File: config.mk
export PLATFORM = sky130hd
export DESIGN_NAME = scan_sel_ctrl
export DESIGN_NICKNAME = d
export VERILOG_FILES = /design/src/rtl/scan_sel_ctrl.sv
export SDC_FILE = /design/constraint.sdc
export NUM_CORES = 1
export LEC_CHECK = 0
export BUFFER_PORTS_ARGS = -buffer_cell sky130_fd_sc_hd__buf_2
export CORE_ASPECT_RATIO = 0.9
export CORE_MARGIN = 8
export CORE_UTILIZATION = 40
export CTS_BUF_LIST = sky130_fd_sc_hd__clkbuf_2
export DETAILED_ROUTE_END_ITERATION = 8
export PLACE_DENSITY = 0.68
export SLEW_MARGIN = 20
export SYNTH_ARGS = -nofsm -noshare
export SYNTH_HDL_FRONTEND = slang
export SYNTH_SLANG_ARGS = --single-unit
export TNS_END_PERCENT = 1
File: constraint.sdc
create_clock -name CLK -period 2.16 [get_ports CLK]
set_input_delay 0.432 -clock CLK [delete_from_list [all_inputs] [get_ports CLK]]
set_output_delay 0.432 -clock CLK [all_outputs]
set_load 0.03 [all_outputs]
File: src/rtl/scan_sel_ctrl.sv
// Scan select sequencer for a 2-to-4 active-low decoder: walks enabled slots with blanking gaps.
// Optional HOLD input (freezes the slot counter) is built when SCAN_HOLD_EN is defined.
module scan_sel_ctrl #(
    parameter int unsigned PRESCALE = 1000,
    parameter int unsigned BLANK    = 2,
    parameter int unsigned CW       = 16
) (
    input  logic       CLK,
    input  logic       RESET,
    input  logic       EN,
    input  logic [3:0] MASK,
`ifdef SCAN_HOLD_EN
    input  logic       HOLD,
`endif
    output logic       A,
    output logic       B,
    output logic       G,
    output logic       SLOT_DONE,
    output logic       FRAME
);

    localparam logic [CW-1:0] PRE_LAST   = CW'(PRESCALE - 1);
    localparam logic [CW-1:0] BLANK_LAST = CW'(BLANK - 1);

    typedef enum logic [1:0] {
        ST_IDLE,
        ST_BLANK,
        ST_ON
    } state_t;

    state_t          state_q, state_n;
    logic [1:0]      sel_q, sel_n;
    logic [CW-1:0]   cnt_q, cnt_n;
    logic            g_q, g_n;
    logic            done_q, done_n;
    logic            frame_q, frame_n;
    logic            run;
    logic            hold;
    logic            frozen;

`ifdef SCAN_HOLD_EN
    assign hold = HOLD;
`else
    assign hold = 1'b0;
`endif

    function automatic logic [1:0] lowest_slot(input logic [3:0] m);
        logic [1:0] r;
        r = 2'd0;
        for (int i = 3; i >= 0; i--) begin
            if (m[i]) r = 2'(i);
        end
        return r;
    endfunction

    // Circular search from s+1; falls back to s itself when it is the only enabled slot.
    function automatic logic [1:0] next_slot(input logic [3:0] m, input logic [1:0] s);
        logic [1:0] r;
        logic [1:0] c;
        r = s;
        for (int i = 3; i >= 1; i--) begin
            c = 2'(s + 2'(i));
            if (m[c]) r = c;
        end
        return r;
    endfunction

    function automatic logic any_above(input logic [3:0] m, input logic [1:0] s);
        logic r;
        r = 1'b0;
        for (int i = 0; i < 4; i++) begin
            if (m[i] && (i > int'(s))) r = 1'b1;
        end
        return r;
    endfunction

    always_ff @(posedge CLK or posedge RESET) begin
        if (RESET) begin
            state_q <= ST_IDLE;
            sel_q   <= 2'd0;
            cnt_q   <= '0;
            g_q     <= 1'b1;
            done_q  <= 1'b0;
            frame_q <= 1'b0;
        end else begin
            state_q <= state_n;
            sel_q   <= sel_n;
            cnt_q   <= cnt_n;
            g_q     <= g_n;
            done_q  <= done_n;
            frame_q <= frame_n;
        end
    end

    // Pulses are predicted one edge early so they appear registered on the last ON cycle.
    always_comb begin
        state_n = state_q;
        sel_n   = sel_q;
        cnt_n   = cnt_q;
        done_n  = 1'b0;
        frame_n = 1'b0;
        run     = EN && (MASK != 4'd0);
        frozen  = hold && (state_q != ST_IDLE);

        if (!run) begin
            state_n = ST_IDLE;
            cnt_n   = '0;
        end else begin
            case (state_q)
                ST_IDLE: begin
                    sel_n   = lowest_slot(MASK);
                    cnt_n   = '0;
                    state_n = (BLANK == 0) ? ST_ON : ST_BLANK;
                end
                ST_BLANK: begin
                    if (!frozen) begin
                        if (cnt_q == BLANK_LAST) begin
                            cnt_n   = '0;
                            state_n = ST_ON;
                        end else begin
                            cnt_n = cnt_q + CW'(1);
                        end
                    end
                end
                ST_ON: begin
                    // A hold released on the last count re-arms the pulse before advancing.
                    if (!frozen) begin
                        if (done_q) begin
                            sel_n   = next_slot(MASK, sel_q);
                            cnt_n   = '0;
                            state_n = (BLANK == 0) ? ST_ON : ST_BLANK;
                        end else if (cnt_q != PRE_LAST) begin
                            cnt_n = cnt_q + CW'(1);
                        end
                    end
                end
                default: begin
                    state_n = ST_IDLE;
                    cnt_n   = '0;
                end
            endcase
            done_n  = (state_n == ST_ON) && !frozen && (cnt_n == PRE_LAST);
            frame_n = done_n && !any_above(MASK, sel_n);
        end
    end

    assign g_n       = (state_n != ST_ON);
    assign A         = sel_q[0];
    assign B         = sel_q[1];
    assign G         = g_q;
    assign SLOT_DONE = done_q;
    assign FRAME     = frame_q;

endmodule

Yosys cells after proc, flatten, opt, wreduce, memory -nomap -nowiden
Index checks and enable logic that the tools add are counted.
{"block": "word_totals", "wordCells": 65, "register_bits": 23, "inputBits": 7, "output_inout_bits": 5}
{"block": "classes", "n_addsub": 4, "n_mux": 33, "reduce_logical": 9, "magnitude_cmp": 6, "eq_ne": 7}
{"operator": "16-bit two-way mux", "count": 5}
{"operator": "16-bit one-hot mux with 2 select lines", "count": 1}
{"operator": "2-bit two-way mux", "count": 13}
{"operator": "16-bit by 1-bit adder with 16-bit output (second input constant)", "count": 1}
{"operator": "16-bit by 1-bit equality test with 1-bit output (second input constant)", "count": 1}
{"operator": "16-bit by 10-bit equality test with 1-bit output (second input constant)", "count": 1}
{"operator": "16-bit by 10-bit != test with 1-bit output (second input constant)", "count": 1}
{"operator": "2-bit by 3-bit less-than comparator with 1-bit output (second input constant)", "count": 3}
{"operator": "1-bit two-way mux", "count": 9}
{"operator": "1-bit binary-select mux with 2-bit select", "count": 3}
{"operator": "1-bit logical AND", "count": 6}
{"operator": "2-bit one-hot mux with 3 select lines", "count": 1}
{"operator": "2-bit adder (second input constant)", "count": 2}
{"operator": "2-bit equality test (second input constant)", "count": 2}
{"operator": "2-bit > comparator (first input constant)", "count": 2}
{"operator": "2-bit one-hot mux with 2 select lines", "count": 1}
{"operator": "4-bit nonzero test", "count": 1}
{"operator": "2-bit by 1-bit adder with 2-bit output (second input constant)", "count": 1}
{"operator": "2-bit by 1-bit equality test with 1-bit output (second input constant)", "count": 1}
{"operator": "1-bit by 2-bit > comparator with 1-bit output (first input constant)", "count": 1}
{"operator": "2-bit zero test", "count": 1}
{"operator": "2-bit != test (second input constant)", "count": 1}
{"operator": "1-bit zero test", "count": 1}

Logic depth before layout (Yosys ltp)
Gate-level depths: netlist of run 1.
{"block": "depth", "word_depth": 18, "depth_mapped": 9, "ltp_nobuf": 9}

Worst setup path after synthesis of run 1
OpenSTA, ideal clock, no wires.
{"block": "synth_path", "path_type": "register to register", "from": "register cnt_q[1]", "to": "register frame_q, in the netlist FRAME", "path_stages_with_launch": 10, "t_arrival_ns": 2.224, "setup_ns": 0.068, "n_path_buf": 1, "slack_ns": -0.132, "period_less_slack_ns": 2.292, "t_required_ns": 2.092, "path_cell_list": "dfrtp_1 > inv_1 > ha_1 > or4b_4 > o41ai_4 > o21ai_2 > buf_6 > a21boi_1 > a211oi_1 > and4_1"}
{"block": "synth_via", "elab_chain_len": 9, "word_cells_on_any_way": 16, "cone_classes": "1 x add/sub; 4 x eq/ne; 9 x mux; 2 x reduce/logical"}
{"element": "start, declared", "line": "33", "text": "logic [CW-1:0] cnt_q, cnt_n;"}
{"element": "start signal, assigned", "line": "88", "text": "cnt_q <= cnt_n;"}
{"element": "16-bit by 1-bit adder with 16-bit output / 16-bit by 10-bit != test with 1-bit output (equally long branches)", "line": "121, 133, 132"}
{"element": "16-bit two-way mux", "line": "132", "text": "end else if (cnt_q != PRE_LAST) begin"}
{"element": "16-bit two-way mux", "line": "128", "text": "if (done_q) begin"}
{"element": "16-bit one-hot mux with 2 select lines", "line": "109", "text": "case (state_q)"}
{"element": "16-bit two-way mux", "line": "105", "text": "if (!run) begin"}
{"element": "16-bit by 10-bit equality test with 1-bit output", "line": "142", "text": "done_n = (state_n == ST_ON) && !frozen && (cnt_n == PRE_LAST);"}
{"element": "1-bit logical AND (*)", "line": "142"}
{"element": "1-bit logical AND (*)", "line": "143", "text": "frame_n = done_n && !any_above(MASK, sel_n);"}
{"element": "1-bit two-way mux (*)", "line": "105"}
{"element": "net frame_n", "line": "36", "text": "logic frame_q, frame_n;"}
{"element": "end signal, assigned", "line": "91", "text": "frame_q <= frame_n;"}
{"element": "end, declared", "line": "36"}
Mark *: on every way through the listed nets, which the timed path passes. The rest lies on a longest branch. The select of a mux whose other input is x is not followed.
A chain may end at the register's enable or synchronous reset.

Worst setup path after layout of run 1
{"block": "layout_path", "from": "register cnt_q[4]", "to": "register frame_q, in the netlist FRAME"}
The elaborated chain is that of the path after synthesis.

==> summary.md, run 1 <==
• 50 — Unique masters post-synth
• 0.36 ns — clock insertion delay at the later pin of the skew report
• 0.3533 — register area share after synthesis
• 23 — number of flip-flops and latches in the synthesized netlist
• 0.1496 — gr usage total
• 2 — maximum count of clock buffers along a single path
• 0.001633 sq mm — synthesized cell area
• 1621 — number of global-route vias before repair
• -0.2366 ns — final setup margin
• yes — RSZ-0062 raised after global routing
• 0.006385 sq mm — Total Die Area
• 0.508 — sequential fraction of design power
• 0.4091 — initial core utilization
• 4 — number of search-and-repair iterations in the first detailed-routing pass
• 8010 microns — first-pass GRT wire length
• 0 — max cap viols
• 1 — number of H-tree levels
• 4707 microns — drt total wl
• reg -> reg — critical path start-end classification
• 0.003991 sq mm — area of the placeable core
• 0.5379 — Layout Utilization
• 11 — number of buffers added on ports
• 0 — total congestion overflow
• 0.05770 ns — post-route worst hold slack
• 3675 microns — detailed-placement wirelength estimate
• 0 — Final Hold Violating Endpoints
• sky130_fd_sc_hd__dfrtp_1 — most used flip-flop cell after synthesis
• 23 — clock sink count
• 0.7635 — max_slew headroom
• 3 — number of buffers inserted during clock tree synthesis
• 0.3372 — share of the synthesized area in the top cell type
• or4_4 > o41ai_4 > buf_6 > o21ai_2 > buf_4 > a21boi_1 > a211oi_1 > and4_1 — sequence of cells on the critical path
• 0.9363 — routability-driven placement congestion ratio
• 0.211 — clock network fraction of total power
• sky130_fd_sc_hd__dfrtp_1, sky130_fd_sc_hd__nand2_1, sky130_fd_sc_hd__nor2_1 — biggest area contributors in the synthesized netlist
• 0.01728 ns — Post-Route Skew
• 0.60 ns — largest stage delay on the critical path
• 76.61 microns — DIE HEIGHT
• 10 — Final Setup Violations
• 0 — final count of pins violating max slew
• 0.281 — combinational cell fraction of total power
• 1.000 — async set or reset register ratio after synthesis
• 2.47 ns — data required time at the worst endpoint
• 420.7 mW/mm^2 — Pwr per Cell Area
• sky130_fd_sc_hd__clkbuf_2 — clock tree root buffer cell
• 192 — DRT iter0 DRCs
• 5 — critical path fanouts, max
• 0.9909 nW — LEAKAGE
• 0.2979 mW — switching power total
• 0 — Ys Warns
• 22 — standard-cell rows
• 0 — Residual DRC
• 1641 — total via count in the routed design
• 0.24 ns — Clk pin slew, worst setup/hold paths
• 202 — net count after synthesis
• 8.639 sq um — post-synthesis average cell area
• 0 — Antenna Cells
• 83.35 microns — x dimension of the die
• sky130_fd_sc_hd__or4_4 — cell with the biggest individual delay on the critical path
• negative setup slack — violated checks
• 15.85 microns — WL/cell
• built — TritonCTS clock tree
• 0.6053 mW — internal power of the cells
• 0 — EDFF count, synth
• 0.4173 GHz — max frequency
• 2.397 ns — Tmin final
• finished with violations — status
• 0.3521 ns — transition time at the pin with the least slew margin
• 263 — Layout Nets
• -0.9027 ns — Post-Route Setup TNS
• sky130_fd_sc_hd__dfrtp_1 — biggest area consumer among synthesized cells
• 189 — synthesized instance count
• 0.1617 mV — worst vdd rail ir drop
• 0 — CTS Hold Buffers Added
• 0 — DRT antenna net count
• 5.525 — mean number of vias per cell
• 2.70 ns — Worst Path Arrival
• 24 — largest net degree at the start of global routing
• 12 — number of placed I/O pins
• 1.110 — post-route fraction of the period consumed by the critical path
• 31.49% — area growth from synthesis to final layout
• 0.3213 — share of final-layout standard cells stronger than drive strength 1
• flip-flop — sort of element at the end of the critical path
• 0 — antenna violations before repair
• flip-flop — Critical Path Start Type
• 0.3298 — share of total power consumed by net switching
• in -> async — HP Class
• -0.2338 ns — Post-Place Worst Slack
==> power groups by stage <==
stage / logic, mW / clock network, mW / registers, mW
finish: 0.254 / 0.190 / 0.459
detailed placement: 0.228 / 0 / 0.466
floorplan: 0.123 / 0 / 0.477
global placement: 0.226 / 0 / 0.466
CTS: 0.236 / 0.193 / 0.459
global route: 0.278 / 0.207 / 0.462
==> final cells by class <==
| cell class | instances | area, sq um |
|---|---|---|
| Fill cell | 379 | 1844 |
| Multi-Input combinational cell | 153 | 1037 |
| Sequential cell | 23 | 576.8 |
| Timing Repair Buffer | 58 | 411.6 |
| Tap cell | 48 | 60.06 |
| Inverter | 11 | 41.29 |
| Clock buffer | 4 | 20.02 |
==> metrics by stage <==
step | cell area (sq um) | instances | total power, mW
6_report | 2147 | 297 | 0.9032
5_1_grt | 2147 | 297 | 0.9474
4_1_cts | 2116 | 295 | 0.8874
3_5_place_dp | 2076 | 291 | 0.6942
3_3_place_gp | 2076 | 291 | 0.6916
2_1_floorplan | 1642 | 189 | 0.5999
==> timing repair <==
item                                   CTS  global route
setup buffers                            0             2
pin swaps                                1             5
endpoints found under the hold margin    0             0
gates resized for setup                  5             2
setup endpoints to repair               11            13
==> final timing paths <==
path | startpoint | to | slack [ns] | cells after the start
worst max-delay path | cnt_q[4] | FRAME | -0.24 | 8
worst min-delay path | RESET | cnt_q[7] | 0.06 | 3
worst max register to register | cnt_q[4] | FRAME | -0.24 | 8
worst min register to register | sel_q[0] | sel_q[0] | 0.63 | 2
max in group asynchronous | RESET | G | 1.80 | 3
min in group CLK | EN | state_q[0] | 0.47 | 4
==> worst max-delay path, delay by kind of cell, from the launching register on <==
kind	cells	cell delay (ns)
buf+inv	2	0.33
flops	1	0.44
compound gates	4	0.76
simple gates	2	0.80
==> registers in the layout, indices dropped and copies added (netlist names) <==
register,cells
FRAME,1
G,1
SLOT_DONE,1
cnt_q,16
sel_q,2
state_q,2
==> cell usage after synthesis (all sizes together) (5+ instances only) <==
master,count
o21ai,9
dfrtp,22
nand2,24
inv,11
a21oi,6
nand3,10
nor2,25
ha,6
xnor2,6
nand4,5
xor2,6
==> kinds of logic (layout without fill, tap and decap cells) <==
logic type,after synthesis,in the layout,share of synthesized area
fa+ha+maj,6,6,0.04598
simple gates,96,96,0.3165
buf+inv,13,73,0.03678
compound gates,39,39,0.1831
flops,23,23,0.3533
xor+xnor,12,12,0.06437
==> placed cells by master (no fill, tap or decap), types with 2 or more instances in the layout <==
cell type,Yosys,layout
sky130_fd_sc_hd__buf_4,1,46
sky130_fd_sc_hd__dfrtp_1,22,22
sky130_fd_sc_hd__a211oi_1,4,4
sky130_fd_sc_hd__xor2_1,6,6
sky130_fd_sc_hd__a21oi_1,6,6
sky130_fd_sc_hd__and3_1,4,4
sky130_fd_sc_hd__nand4_1,5,5
sky130_fd_sc_hd__a22oi_1,3,3
sky130_fd_sc_hd__a31oi_1,2,2
sky130_fd_sc_hd__nand2_1,24,23
sky130_fd_sc_hd__ha_1,6,6
sky130_fd_sc_hd__xnor2_1,6,6
sky130_fd_sc_hd__nor2_1,24,23
sky130_fd_sc_hd__nor3_1,4,4
sky130_fd_sc_hd__o2111ai_1,2,2
sky130_fd_sc_hd__o21ai_0,8,8
sky130_fd_sc_hd__inv_1,11,11
sky130_fd_sc_hd__clkbuf_2,0,4
sky130_fd_sc_hd__or4_4,2,2
sky130_fd_sc_hd__buf_2,0,11
sky130_fd_sc_hd__nand2b_1,4,4
sky130_fd_sc_hd__nand3_1,9,9
sky130_fd_sc_hd__o21bai_1,2,2
sky130_fd_sc_hd__and2_1,3,3
sky130_fd_sc_hd__nor2b_1,2,2
sky130_fd_sc_hd__and2b_1,2,2
sky130_fd_sc_hd__and4_1,2,2
==> per-layer routing <==
layer / track usage / share of wire / vias up
li1: - / - / 802
met1: 0.1995 / 0.46 / 773
met2: 0.2308 / 0.45 / 53
met3: 0.02991 / 0.061 / 13
met4: 0.05439 / 0.023 / 0
met5: 0 / 0 / -
(Power assumes the default switching activity.)
==> run 2, diff against run 1 <==
BUFFER_PORTS_ARGS = -buffer_cell sky130_fd_sc_hd__clkbuf_2   (was -buffer_cell sky130_fd_sc_hd__buf_2)
==> run 2 against run 1 <==
The flow still finishes with violations (negative setup slack). Fmax is 0.74% higher. Sequential power hardly changed. Worst hold slack better by 0.014 ns. Total power is 0.90% lower. First-iteration DRC count is 36% higher. Critical path depth stayed put. Final cell count stayed put. Flip-flop and latch count stayed put. Routed wire length is 2.3% lower. Via count is 0.18% lower. Final area is 0.29% higher. Critical endpoint unchanged. Largest cell class unchanged.
==> summary.md, run 2 (synthesized netlist as in run 1, its figures left out) <==
• finished with violations — status
• negative setup slack — violated checks
• 3 — number of buffers inserted during clock tree synthesis
• sky130_fd_sc_hd__buf_4 — commonest non-fill, non-tap cell in the layout
• 0.1811 mV — worst vdd rail ir drop
• 0.003991 sq mm — area of the placeable core
• cnt_q (16), sel_q (2), state_q (2) — largest registers
• 3600 microns — detailed-placement wirelength estimate
• 4 — Final Setup Violations
• 0.001568 ns — Post-Route Skew
• 0.9306 — routability-driven placement congestion ratio
• 0.006385 sq mm — Total Die Area
• 0 — DRT antenna net count
• sky130_fd_sc_hd__buf_4, sky130_fd_sc_hd__nor2_1, sky130_fd_sc_hd__nand2_1, sky130_fd_sc_hd__dfrtp_1, sky130_fd_sc_hd__clkbuf_2 — highest-count cells in the layout ignoring fill and taps
• 0.3253 — share of final-layout standard cells stronger than drive strength 1
• 0.4203 GHz — max frequency
• 0.7626 — max_slew headroom
• 0 — Final Hold Violating Endpoints
• yes — RSZ-0062 raised after global routing
• 1 — number of H-tree levels
• 2.65 ns — Worst Path Arrival
• 76.61 microns — DIE HEIGHT
• 23 — clock sink count
• cnt_q — register with the most flip-flops
• 2.379 ns — Tmin final
• 262 — DRT iter0 DRCs
• 1638 — total via count in the routed design
• 0.23 ns — Clk pin slew, worst setup/hold paths
• 12 — number of placed I/O pins
• 4598 microns — drt total wl
• 1.101 — post-route fraction of the period consumed by the critical path
• 0.4091 — initial core utilization
• 16 — flip-flop count of the largest register after layout
• 291 — cell count after placement
• 0.3554 ns — transition time at the pin with the least slew margin
• met4 — uppermost layer routed
• 0 — antenna violations before repair
• 24 — largest net degree at the start of global routing
• 22 — standard-cell rows
• 297 — Final Non-Filler Cells
• 4 — number of search-and-repair iterations in the first detailed-routing pass
• 576.8 sq um — Sequential Area
• 263 — Layout Nets
• 0 — max cap viols
• 4 — critical path fanouts, max
• 0.34 ns — clock insertion delay at the later pin of the skew report
• 83.35 microns — x dimension of the die
• 2.43 ns — data required time at the worst endpoint
• flip-flop — sort of element at the end of the critical path
• 5.515 — mean number of vias per cell
• 7831 microns — first-pass GRT wire length
• 0.9881 nW — LEAKAGE
• in -> async — HP Class
• -0.5396 ns — Post-Route Setup TNS
• 15.48 microns — WL/cell
• 0 — final count of pins violating max slew
• 0 — total congestion overflow
• built — TritonCTS clock tree
• 316 microns — met3 wire length
• 0.1448 — gr usage total
• 2177 microns — routed metal-1 wire length
• 2 — maximum count of clock buffers along a single path
• 1624 — number of global-route vias before repair
• 0 — Antenna Cells
• 2054 microns — met2 routed WL
• -0.2190 ns — final setup margin
• 383 — fill cell total of the finished layout
• reg -> reg — critical path start-end classification
• 0 — Residual DRC
• 11 — number of buffers added on ports
• 31.88% — area growth from synthesis to final layout
• flip-flop — Critical Path Start Type
• 0.001044 sq mm — area of combinational cells with multiple inputs
• sky130_fd_sc_hd__clkbuf_2 — clock tree root buffer cell
• 415.7 mW/mm^2 — Pwr per Cell Area
• 0 — CTS Hold Buffers Added
==> run 2: changes by cell type in the layout (fill, tap and decap cells not counted), sizes merged <==
cell / delta
buf: -11
clkbuf: +11
==> run 2: cell type report <==
type,count,area share
multi-input combinational,153,0.4846
sequential,23,0.2679
timing repair buffer,58,0.1912
tap,48,0.02789
inverter,11,0.01917
clock buffer,4,0.009297
==> run 2: worst paths after layout <==
path | slack (ns) | cells after the start | end | from
hold / removal | 0.07 | 3 | state_q[0] | RESET
max in group asynchronous | 1.80 | 3 | G | RESET
min in group CLK | 0.43 | 4 | state_q[0] | EN
hold reg to reg | 0.65 | 2 | sel_q[0] | sel_q[0]
setup / recovery | -0.22 | 8 | FRAME | cnt_q[10]
setup reg to reg | -0.22 | 8 | FRAME | cnt_q[10]
==> run 2: metal layers <==
layer / GRT usage / vias to the layer above
met4: 0.04386 / 0
met3: 0.01603 / 5
li1: - / 799
met5: 0 / -
met1: 0.2066 / 774
met2: 0.2199 / 60
==> run 2: power breakdown <==
group | switching, mW | internal [mW] | total [mW]
clock | 0.139 | 0.0489 | 0.188
combinational | 0.138 | 0.109 | 0.247
sequential | 0.0169 | 0.443 | 0.460
total | 0.295 | 0.601 | 0.895
==> run 2: what timing repair did <==
action | in CTS | in global routing
setup endpoints to repair | 8 | 12
buffers inserted | 1 | 1
resized for setup | 2 | 6
cloned | 0 | 0
endpoints found under the hold margin | 0 | 0
pin swaps | 1 | 5
==> run 2: critical path: stages (launching register included) <==
cell                        delay, ns
sky130_fd_sc_hd__dfrtp_1         0.44
sky130_fd_sc_hd__or4_4           0.60
sky130_fd_sc_hd__o41ai_4         0.36
sky130_fd_sc_hd__buf_4           0.18
sky130_fd_sc_hd__buf_4           0.13
sky130_fd_sc_hd__a2111oi_2       0.07
sky130_fd_sc_hd__a31oi_1         0.29
sky130_fd_sc_hd__a2111oi_4       0.05
sky130_fd_sc_hd__and4_1          0.19
==> run 2: metrics by stage <==
stage	hold slack (ns)	cell area, sq um	setup slack [ns]	total power, mW	utilization
3_3_place_gp	0.4670	2076	-0.1688	0.6919	0.5201
6_report	0.07206	2153	-0.2190	0.8951	0.5395
3_5_place_dp	0.4816	2076	-0.2288	0.6957	0.5201
5_1_grt	0.05304	2153	-0.2980	0.9435	0.5395
2_1_floorplan	0.4332	1642	-0.1064	0.5999	-
4_1_cts	0.07158	2111	-0.2060	0.8840	0.5288
==> run 3, diff against run 2 <==
CORE_UTILIZATION = 36   (was 40)
PLACE_DENSITY = 0.63   (was 0.68)
==> run 3 against run 2 <==
The flow still finishes with violations (negative setup slack). Worst hold slack worse by 0.039 ns. Clock power is 4% lower. Non-clock buffer count is 6 higher. Final cell count is 6.7% higher. Highest routed layer unchanged. Critical path type unchanged. Clock skew is 0.016 ns higher. Die area is 8.8% higher. Worst setup slack worse by 0.022 ns. Flip-flop and latch count stayed put. Largest cell class unchanged. Register-to-register slack worse by 0.02 ns.
==> summary.md, run 3 (synthesized netlist as in run 1, its figures left out) <==
• 0.004403 sq mm — area of the placeable core
• sky130_fd_sc_hd__buf_4, sky130_fd_sc_hd__nor2_1, sky130_fd_sc_hd__dfrtp_1, sky130_fd_sc_hd__nand2_1, sky130_fd_sc_hd__clkbuf_2 — highest-count cells in the layout ignoring fill and taps
• 307 — cell count after placement
• 0.1972 — fraction of met1 tracks used by global routing
• 23 — clock sink count
• 0.48 ns — largest stage delay on the critical path
• 1.112 — post-route fraction of the period consumed by the critical path
• 3 — number of buffers inserted during clock tree synthesis
• reg -> reg — critical path start-end classification
• 11 — number of buffers added on ports
• 0 — final count of pins violating max slew
• 1.022 nW — LEAKAGE
• -0.2414 ns — final setup margin
• 0.9035 — routability-driven placement congestion ratio
• 0.1407 — gr usage total
• 7769 microns — first-pass GRT wire length
• 0.5163 — Layout Utilization
• flip-flop — Critical Path Start Type
• 0.194 — clock network fraction of total power
• 0 — Final Hold Violating Endpoints
• 5.303 — mean number of vias per cell
• 0.1774 mV — worst vdd rail ir drop
• sky130_fd_sc_hd__or4b_4 — cell with the biggest individual delay on the critical path
• 189 — DRT iter0 DRCs
• 408.4 mW/mm^2 — Pwr per Cell Area
• 0.002108 sq mm — Placement Cell Area
• compound AO/OA/AOI/OAI gates — family with the most delay on the worst path
• 0 — Antenna Cells
• 23 — standard-cell rows
• negative setup slack — violated checks
• 417 — fill cell total of the finished layout
• -0.2602 ns — Post-Place Worst Slack
• cnt_q (16), sel_q (2), state_q (2) — largest registers
• 1 — number of H-tree levels
• 0.3804 — share of final-layout standard cells stronger than drive strength 1
• flip-flop — sort of element at the end of the critical path
• 317 — Final Non-Filler Cells
• 39.23% — area growth from synthesis to final layout
• 0.22 ns — Clk pin slew, worst setup/hold paths
• 1628 — number of global-route vias before repair
• 86.99 microns — x dimension of the die
• 3808 microns — detailed-placement wirelength estimate
• built — TritonCTS clock tree
• sky130_fd_sc_hd__buf_4 — commonest non-fill, non-tap cell in the layout
• 0.310 — combinational cell fraction of total power
• 0.3708 — initial core utilization
• 0.496 — sequential fraction of design power
• 0 — antenna violations before repair
• 15.28 microns — WL/cell
• 5 — number of search-and-repair iterations in the first detailed-routing pass
• 0.01726 ns — Post-Route Skew
• 2.401 ns — Tmin final
• 0.4164 GHz — max frequency
• 2 — maximum count of clock buffers along a single path
• 0 — CTS Hold Buffers Added
• 79.89 microns — DIE HEIGHT
• 12 — number of placed I/O pins
• 0.3254 — share of total power consumed by net switching
• 4844 microns — drt total wl
• 0 — max cap viols
• 0.6262 mW — internal power of the cells
• 0 — DRT antenna net count
• sky130_fd_sc_hd__clkbuf_2 — clock tree root buffer cell
• inv_1 > ha_2 > or4b_4 > o41ai_4 > buf_4 > o21ai_4 > buf_6 > a21boi_4 > a211oi_2 > and4_1 — sequence of cells on the critical path
• yes — RSZ-0062 raised after global routing
• cnt_q — register with the most flip-flops
• 1681 — total via count in the routed design
• 0.6766 — max_slew headroom
• 13 — Final Setup Violations
• 0.2241 — GR Util met2
• 0.002273 sq mm — final design area excluding fillers
• 2.47 ns — data required time at the worst endpoint
• 0.02160 — grt met3 use
• 0 — total congestion overflow
• 2.71 ns — Worst Path Arrival
• 13 — largest net degree at the start of global routing
• 0 — Residual DRC
• in -> async — HP Class
• 16 — flip-flop count of the largest register after layout
• 0.3021 mW — switching power total
• 0.006950 sq mm — Total Die Area
• 5 — critical path fanouts, max
• 0.34 ns — clock insertion delay at the later pin of the skew report
• 269 — Layout Nets
• finished with violations — status
• 3 — count of buffering cells on the critical path with inverters included
• met2 — GRT busiest layer
• 0.4845 ns — transition time at the pin with the least slew margin
-- run 3: changes by cell type in the layout (fill, tap and decap cells not counted), sizes merged --
cell	change
buf	+6
-- run 3: path summary, 6_finish.rpt --
check                      startpoint         end  slack [ns]  cells past startpoint
min in group CLK                   EN  state_q[0]        0.45                      4
hold reg to reg              sel_q[0]    sel_q[0]        0.66                      2
max in group asynchronous       RESET   cnt_q[15]        1.56                      3
hold / removal                  RESET  state_q[0]        0.03                      2
setup reg to reg             cnt_q[1]       FRAME       -0.24                     10
setup / recovery             cnt_q[1]       FRAME       -0.24                     10
-- run 3: worst reg2reg max path, delay by kind of cell (launching register included) --
kind            cells  cell delay, ns
compound gates      4            0.74
simple gates        2            0.67
buf+inv             3            0.39
fa+ha+maj           1            0.15
flops               1            0.44
-- run 3: area by class of cell --
type / count / area, sq um / share of cell area
well taps: 62 / 77.57 / 0.03412
repair buffers: 64 / 460.4 / 0.2025
inverters: 11 / 41.29 / 0.01816
clock buffers: 4 / 20.02 / 0.008806
multi-input cells: 153 / 1097 / 0.4827
flip-flops and latches: 23 / 576.8 / 0.2537
-- run 3: power groups by stage --
stage	Sequential [mW]	Clock, mW	Combinational (mW)
2_1_floorplan	0.477	0	0.123
3_3_place_gp	0.467	0	0.236
3_5_place_dp	0.467	0	0.239
4_1_cts	0.460	0.187	0.241
5_1_grt	0.463	0.201	0.314
6_report	0.460	0.180	0.288
-- run 3: through the flow --
stage	TNS [ns]	total power, mW	hold WS [ns]
floorplan	-0.2078	0.5999	0.4332
global placement	-0.3431	0.7034	0.4486
detailed placement	-0.5187	0.7062	0.4567
CTS	-0.3220	0.8883	0.04081
global route	-2.342	0.9775	0.05413
finish	-1.253	0.9284	0.03280
-- run 3: per-layer routing --
layer / share of wire / routed length, microns
met1: 0.47 / 2272
met2: 0.46 / 2244
met3: 0.062 / 302
met4: 0.0050 / 24
met5: 0 / 0
-- run 3: repair_timing --
item                       4_1_cts  5_1_grt
setup endpoints to repair        3        4
buffers inserted                 2        5
pin swaps                        5        9
resized for setup                2       19
